--- src/rtl/uart_transmitter.sv ---
// Byte FIFO (power-of-two depth) with head-of-queue read and explicit occupancy count.
// Latency: a pushed byte is visible at head_dat the cycle after the push edge.
// Backpressure: the caller gates push_vld with count < DEPTH and pop_vld with count > 0.
module uart_tx_fifo #(
    parameter int DEPTH = 4,
    parameter int WIDTH = 8
) (
    input  logic                     clk,
    input  logic                     rst,
    input  logic                     push_vld,
    input  logic [WIDTH-1:0]         push_dat,
    input  logic                     pop_vld,
    output logic [WIDTH-1:0]         head_dat,
    output logic [$clog2(DEPTH):0]   count
);
    localparam int AW = $clog2(DEPTH);
    localparam int CW = AW + 1;
    localparam logic [AW-1:0] PTR_LAST = AW'(DEPTH - 1);

    logic [WIDTH-1:0] mem [DEPTH];
    logic [AW-1:0]    wr_ptr;
    logic [AW-1:0]    rd_ptr;

    assign head_dat = mem[rd_ptr];

    always_ff @(posedge clk) begin
        if (push_vld) begin
            mem[wr_ptr] <= push_dat;
        end
    end

    always_ff @(posedge clk) begin
        if (rst) begin
            wr_ptr <= '0;
            rd_ptr <= '0;
            count  <= '0;
        end else begin
            if (push_vld) begin
                wr_ptr <= (wr_ptr == PTR_LAST) ? '0 : wr_ptr + AW'(1);
            end
            if (pop_vld) begin
                rd_ptr <= (rd_ptr == PTR_LAST) ? '0 : rd_ptr + AW'(1);
            end
            case ({push_vld, pop_vld})
                2'b10:   count <= count + CW'(1);
                2'b01:   count <= count - CW'(1);
                default: count <= count;
            endcase
        end
    end
endmodule

// 8N1 UART transmitter, LSB first, idle-high line, fed from a small byte FIFO.
// Latency: uart_txd falls 2 edges after the accepting handshake when idle; frame = 10*CLKS_PER_BIT.
// Backpressure: data_ready low during reset or when the FIFO is full; no bypass into the shifter.
module uart_transmitter #(
    parameter int CLKS_PER_BIT = 217,
    parameter int FIFO_DEPTH   = 4
) (
    input  logic                          clk,
    input  logic                          rst,
    input  logic                          data_valid,
    input  logic [7:0]                    data,
    output logic                          data_ready,
    output logic                          uart_txd,
    output logic                          tx_busy,
    output logic [$clog2(FIFO_DEPTH):0]   fifo_count
);
    localparam int CW = $clog2(FIFO_DEPTH) + 1;
    localparam int BW = $clog2(CLKS_PER_BIT);
    localparam logic [BW-1:0] BAUD_LAST = BW'(CLKS_PER_BIT - 1);

    typedef enum logic [1:0] {IDLE, START, DATA, STOP} state_t;

    state_t        state;
    logic [BW-1:0] baud_cnt;
    logic [2:0]    bit_idx;
    logic [7:0]    shift;
    logic [7:0]    head_dat;
    logic          push;
    logic          pop;
    logic          baud_last;

    assign data_ready = !rst && (fifo_count < CW'(FIFO_DEPTH));
    assign push       = data_valid && data_ready;
    assign baud_last  = (baud_cnt == BAUD_LAST);
    assign pop        = (fifo_count != '0) &&
                        ((state == IDLE) || ((state == STOP) && baud_last));

    uart_tx_fifo #(
        .DEPTH (FIFO_DEPTH),
        .WIDTH (8)
    ) u_fifo (
        .clk      (clk),
        .rst      (rst),
        .push_vld (push),
        .push_dat (data),
        .pop_vld  (pop),
        .head_dat (head_dat),
        .count    (fifo_count)
    );

    // Line and busy flops follow the state register one cycle behind, so every
    // bit keeps its full CLKS_PER_BIT width and frames abut without a gap.
    always_ff @(posedge clk) begin
        if (rst) begin
            state    <= IDLE;
            baud_cnt <= '0;
            bit_idx  <= '0;
            shift    <= '0;
            uart_txd <= 1'b1;
            tx_busy  <= 1'b0;
        end else begin
            tx_busy <= (state != IDLE);
            case (state)
                IDLE: begin
                    uart_txd <= 1'b1;
                    baud_cnt <= '0;
                    if (pop) begin
                        shift <= head_dat;
                        state <= START;
                    end
                end
                START: begin
                    uart_txd <= 1'b0;
                    if (baud_last) begin
                        baud_cnt <= '0;
                        bit_idx  <= '0;
                        state    <= DATA;
                    end else begin
                        baud_cnt <= baud_cnt + BW'(1);
                    end
                end
                DATA: begin
                    uart_txd <= shift[bit_idx];
                    if (baud_last) begin
                        baud_cnt <= '0;
                        if (bit_idx == 3'd7) begin
                            state <= STOP;
                        end else begin
                            bit_idx <= bit_idx + 3'd1;
                        end
                    end else begin
                        baud_cnt <= baud_cnt + BW'(1);
                    end
                end
                STOP: begin
                    uart_txd <= 1'b1;
                    if (baud_last) begin
                        baud_cnt <= '0;
                        if (pop) begin
                            shift <= head_dat;
                            state <= START;
                        end else begin
                            state <= IDLE;
                        end
                    end else begin
                        baud_cnt <= baud_cnt + BW'(1);
                    end
                end
                default: begin
                    uart_txd <= 1'b1;
                    state    <= IDLE;
                end
            endcase
        end
    end
endmodule

--- config.mk ---
export PLATFORM = sky130hd
export DESIGN_NAME = uart_transmitter
export DESIGN_NICKNAME = d
export VERILOG_FILES = /design/src/rtl/uart_transmitter.sv
export SDC_FILE = /design/constraint.sdc
export NUM_CORES = 1
export LEC_CHECK = 0
export ABC_AREA = 1
export BUFFER_PORTS_ARGS = -buffer_cell sky130_fd_sc_hd__buf_2
export CORE_AREA = 5 5 82 84
export CTS_CLUSTER_SIZE = 30
export DETAILED_ROUTE_END_ITERATION = 10
export DIE_AREA = 0 0 87 89
export PLACE_DENSITY = 0.76
export SYNTH_ARGS = -nofsm -noshare
export SYNTH_HDL_FRONTEND = slang
export SYNTH_SLANG_ARGS = --single-unit
--- constraint.sdc ---
create_clock -name clk -period 1.8 [get_ports clk]
set_input_delay 0 -clock clk [delete_from_list [all_inputs] [get_ports clk]]
set_output_delay 0 -clock clk [all_outputs]
set_load 0.05 [all_outputs]
-- Yosys cells after proc, flatten, opt, wreduce, memory -nomap -nowiden
Memories as Yosys holds them, arrays and structs flattened. A register that Yosys moved wholly into a read port is not among the register bits.
Index checks and enable logic that the tools add are counted.
W data, S select, Z words.
- $add $sub $neg: 6
- magnitude comparators: 2
- equality and inequality tests: 15
- muxes and demuxes: 26
- reductions and logical operators: 17
- operators by type and width (cell ; count):
    $pmux W8 S2 ; 2
    $mux W8 ; 3
    $mux W2 ; 9
    $pmux W3 S2 ; 2
    $eq A2 B2 Y1 const B ; 5
    $ne A2 B2 Y1 const B ; 5
    $mux W3 ; 3
    $add A8 B1 Y8 const B ; 1
    $eq A8 B8 Y1 const B ; 1
    $pmux W2 S4 ; 1
    $reduce_bool A2 Y1 ; 4
    $add A3 B1 Y3 const B ; 2
    $reduce_and A5 Y1 ; 1
    $add A2 B1 Y2 const B ; 2
    $eq A2 B1 Y1 const B ; 2
    $logic_and A1 B1 Y1 ; 4
    $lt A3 B4 Y1 const B ; 1
    $mux W1 ; 4
    $reduce_and A4 Y1 ; 1
    $bmux W1 S3 ; 1
    $eq A3 B3 Y1 const B ; 1
    $lt A3 B3 Y1 const B ; 1
    $pmux W1 S3 ; 1
    $reduce_bool A3 Y1 ; 1
    8 further kinds ; 8
- register bits after elaboration: 30
- RAM bits: 32
- input bits: 11
- output and inout port bits: 6
- memories: 1
- memories (memory ; words ; bits a word ; read ports ; clocked after Yosys merged registers in ; write ports ; RTL line ; source):
    u_fifo.mem ; 4 ; 8 ; 1 ; 1 ; 1 ; 20 ; logic [WIDTH-1:0] mem [DEPTH];

-- Longest topological paths before layout
- depth after elaboration: 7
- depth in mapped cells: 14
- depth with buffers taken out: 14

-- Hierarchy
From an unflattened synthesis, not the netlist that was laid out.
- cell total of the unflattened synthesis: 297
- area total of the unflattened synthesis: 2874.0 um^2
- by module, submodules not included (module ; times used ; cells an instance ; area an instance (um^2)):
    uart_tx_fifo ; 1 ; 133 ; 1645.3
    uart_transmitter ; 1 ; 164 ; 1228.7

-- Least setup slack after synthesis
OpenSTA, ideal clock, no wires.
- kind: register to register
- start: register u_fifo.count[2]
- end: register u_fifo.count[2]
- setup time: 115 ps
- data arrival time: 2529 ps
- path slack: -844 ps
- stages on the path, launching flop included: 10
- path buffers: 0
- clock period less this slack: 2644 ps
- path through: dfxtp_1 nor2_1 nand2_1 nand3_1 inv_1 fa_1 inv_1 nand4_1 a21oi_1 nor2_1
- word-level cells in the longest chain between the ends: 5
- elaborated cells between the ends (all ways): 11
- classes of those cells: add/sub (2); order compare (1); eq/ne (2); mux (1); reduce/logical (5)
- RTL lines (element ; RTL line ; source):
    from (decl) ; 14 ; output logic [$clog2(DEPTH):0] count
    from (signal assigned) ; 45 ; 2'b10: count <= count + CW'(1);
    from (signal assigned) ; 46 ; 2'b01: count <= count - CW'(1);
    from (signal assigned) ; 47 ; default: count <= count;
    $lt A3 B3 Y1 (*) ; 84 ; assign data_ready = !rst && (fifo_count < CW'(FIFO_DEPTH));
    $logic_and A1 B1 Y1 (*) ; 84 ;
    net data_ready ; 64 ; output logic data_ready,
    $logic_and A1 B1 Y1 (*) ; 85 ; assign push = data_valid && data_ready;
    $eq A2 B1 Y1 / $eq A2 B2 Y1 (equally long branches) ; 44 ; case ({push_vld, pop_vld})
    $pmux W3 S2 / $reduce_bool A2 Y1 (equally long branches) ; n/a ;
The timed path passes the listed nets; every way through them passes the cells marked *.
A chain may end at the register's enable or synchronous reset.

-- Worst setup path after layout
- start: register baud_cnt[1]
- end: register u_fifo.count[2]
- word-level cells in the longest chain between the ends: 6
- elaborated cells between the ends (all ways): 8
- classes of those cells: eq/ne (3); mux (1); reduce/logical (4)
- RTL lines (element ; RTL line ; source):
    from (decl) ; 76 ; logic [BW-1:0] baud_cnt;
    from (signal assigned) ; 131 ; baud_cnt <= baud_cnt + BW'(1);
    from (signal assigned) ; 144 ; baud_cnt <= baud_cnt + BW'(1);
    from (signal assigned) ; 158 ; baud_cnt <= baud_cnt + BW'(1);
    $eq A8 B8 Y1 (*) ; 86 ; assign baud_last = (baud_cnt == BAUD_LAST);
    $logic_and A1 B1 Y1 (*) ; 88 ; ((state == IDLE) || ((state == STOP) && baud_last));
    $logic_or A1 B1 Y1 (*) ; 88 ;
    $logic_and A1 B1 Y1 (*) ; 87 ; assign pop = (fifo_count != '0) &&
    $eq A2 B1 Y1 / $eq A2 B2 Y1 (equally long branches) ; 44 ;
    $pmux W3 S2 / $reduce_bool A2 Y1 (equally long branches) ; n/a ;
Mark *: on every way between the ends. The rest lies on a longest branch, timed or not.

==> impl_metrics.csv <==
group,metric,value,unit
outcome,status,"finished, final reports clean",
floorplanning,die_w,87,um
synthesis,synthDistinctLibCells,34,
floorplanning,coreArea,0.00585,mm2
place,placed_cells,386,
synthesis,synth.largest_area_cell,"edfxtp_1",
detailed_routing,first_iter_violations,98,
synthesis,syn_inst,288,
power,peakVddDrop,0.831,mV
floorplanning,die_h,89,um
finish,post-route-cell-area,0.00346,mm2
synthesis,synth.avg_cell_area,9.82,um2
detailed_routing,vias,2078,
synthesis,synth_area_leaders,"edfxtp_1 (34%), dfxtp_1 (23%), nor2_1 (9.3%), ha_1 (6.2%), o21ai_0 (5.0%)",
flow_run,drv_cap,0,
synthesis,syn_nets,314,
detailed_routing,post_drt_wl_per_cell,12.9,um
clock_tree,clock_sink_count,64,
place,gp_congestion,0.800,
place,place_hpwl,3490,um
floorplanning,rows,28,
setup_path,critPathBufInv,4,
synthesis,yosysMostFrequentCell,"nor2_1",
setup_path,critPathSlowestCell,"fa_2",
floorplanning,initial_core_util,48.4,%
setup_path,reg2reg_depth,14,
synthesis,synth_common_cells,"nor2_1 (70), dfxtp_1 (32), edfxtp_1 (32), inv_1 (32), o21ai_0 (28)",
synthesis,yosysTopAreaCellShare,34.0,%
setup_path,worstPathArrival,1.97,ns
setup_path,path_cells,"inv_2 -> ha_4 -> inv_2 -> nor2_4 -> nand3_4 -> nand2_4 -> nand3_4 -> inv_2 -> fa_2 -> inv_2 -> nand4_1 -> nand3_1 -> nand2_1 -> nor2_1",
sta,rsz0062_at_grt,"true",
setup_path,crit_path_frequent_cell,"inv_2",
synthesis,yosys_warnings,0,
setup_path,worstSetupPathType,"flop to flop",
min_path,holdPathStages,4,
finish,instances_no_fill,414,
min_path,worstHoldPathType,"input port to flop",
clock_tree,clkSlewWorstSetupHoldPaths,0.07,ns
finish,layout-drive-gt1-share,24.8,%
clock_tree,cts_made_buffers,9,
detailed_routing,remaining_drc_errors,0,
power,power,4.80,mW
detailed_routing,drtPass1Iterations,4,
sta,fmax,590,MHz
finish,layout.nets,360,
detailed_routing,avgViaCountPerCell,5.02,
place,io_buffers,16,
setup_path,startpoint_type,"flop",
place,placed_area,0.00309,mm2
detailed_routing,ant_nets,0,
sta,worst_pin_slew,0.545,ns
setup_path,cpPeakStageDelay,0.37,ns
floorplanning,die_area,0.00774,mm2
synthesis,seq_area_frac_synth,56.6,%
clock_tree,clockRootBuffer,"clkbuf_8",
power,p_leak,1.40,nW
synthesis,synth_area,0.00283,mm2
global_routing,track_usage,15.1,%
sta,hold_viol_final,0,
power,power_density,1390,mW/mm2
setup_path,cp-end-kind,"flop",
sta,min_period,1.70,ns
synthesis,synth_enable_flop_cells,32,
sta,fin_skew,0.0102,ns
finish,area_growth,22.2,%
sta,fin_crit_sh,94.2,%
setup_path,crit_cells,14,
global_routing,grt_antenna_before_repair,0,
clock_tree,htreeDepth,3,
clock_tree,insertion_delay,0.34,ns
setup_path,cp.required,2.07,ns
place,pre_cts_slack,-0.0379,ns
setup_path,crit_fanout,2,
global_routing,grt_pass1_vias,2043,
sta,finalSetupViolCount,0,
sta,slew_viol_final,0,
finish,num_antenna_cells,0,
sta,whs,0.0283,ns
sta,max-slew-margin-rel,63.6,%
floorplanning,top_level_ports,17,
clock_tree,cts_tree,"done",
synthesis,ys_ff_latch,64,
detailed_routing,wl,5350,um
global_routing,globalRouteOverflowTotal,0,
global_routing,grt_max_degree,17,
sta,worst_slack,0.105,ns
finish,nFillCells,460,
clock_tree,clockBufferDepth,2,
setup_path,critPathTopFamily,"simple AND/OR/NAND/NOR gates",
synthesis,synth_ff_type,"edfxtp_1",
synthesis,synthArstFlopShare,0,%
global_routing,grt_pass1_wl,9030,um
-- area by class of cell --
type	instances	area [um2]	share of cell area (%)
multi-input combinational	185	1150	33.2
timing repair buffer	41	290	8.40
inverter	33	124	3.58
tap	75	93.8	2.71
clock inverter	6	60.1	1.74
sequential	64	1620	46.7
clock buffer	10	128	3.69
-- worst paths after layout --
path / from / endpoint / slack [ns]
setup reg to reg: baud_cnt[1] / u_fifo.count[2] / 0.10
hold / removal: data_valid / u_fifo.wr_ptr[1] / 0.03
setup / recovery: baud_cnt[1] / u_fifo.count[2] / 0.10
hold reg to reg: shift[5] / shift[5] / 0.52
-- worst min-delay path, stage by stage --
cell	delay, ns
buf_2	0.10
nand2_4	0.08
nand2_1	0.08
o21ai_0	0.07
-- timing repair --
action                                 4_1_cts  5_1_grt
cloned                                       0        0
hold buffers                                 9        0
gates resized for setup                      2       22
setup endpoints to repair                    1        7
buffers inserted                             0        3
pin swaps                                    0        8
endpoints found under the hold margin       34        0
-- through the flow --
| step | utilization, % | TNS, ns |
|---|---|---|
| 2_1_floorplan | - | 0 |
| 3_3_place_gp | 52.8 | 0 |
| 3_5_place_dp | 52.8 | -0.0379 |
| 4_1_cts | 57.6 | 0 |
| 5_1_grt | 59.1 | -0.0340 |
| 6_report | 59.1 | 0 |
-- flip-flops by register name, summed over array words and instances, names as in the netlist, named ones only --
| name | cells |
|---|---|
| tx_busy | 1 |
| shift | 8 |
| bit_idx | 3 |
| state | 2 |
| u_fifo.count | 3 |
| u_fifo.rd_ptr | 2 |
| uart_txd | 1 |
| baud_cnt | 8 |
| u_fifo.mem | 32 |
| u_fifo.wr_ptr | 2 |
-- where the power goes --
group          internal (mW)  switching, mW
combinational          0.625           1.05
sequential              1.79          0.159
clock                  0.632          0.545
total                   3.05           1.75
-- logic make-up (layout without fill, tap and decap cells) --
group           Yosys count  count (layout)  share of synthesized area, %
simple gates            111             111                          17.6
flops                    64              64                          56.6
compound gates           55              55                          12.0
buf+inv                  39              90                          5.66
fa+ha+maj                15              15                          6.90
xor+xnor                  4               4                          1.24
-- metal layers --
layer | global-route usage, % | share of wire, % | vias up
li1 | - | - | 1060
met1 | 17.5 | 45 | 961
met2 | 25.4 | 48 | 44
met3 | 5.44 | 4.4 | 13
met4 | 6.23 | 2.3 | 0
met5 | 0 | 0 | -
-- cell usage in the layout (no fill, tap or decap), types with 3 or more instances in the layout --
master / instances
a21oi_1: 7
buf_2: 16
buf_4: 16
clkbuf_8: 9
dfxtp_1: 23
dfxtp_2: 8
dlygate4sd3_1: 9
edfxtp_1: 32
ha_1: 10
ha_2: 3
inv_1: 26
inv_2: 7
nand2_1: 16
nand2_2: 3
nand2_4: 3
nand3_1: 9
nor2_1: 68
nor2_4: 3
o21ai_0: 28
o32ai_1: 8
xor2_1: 3
(Power assumes the default switching activity.)
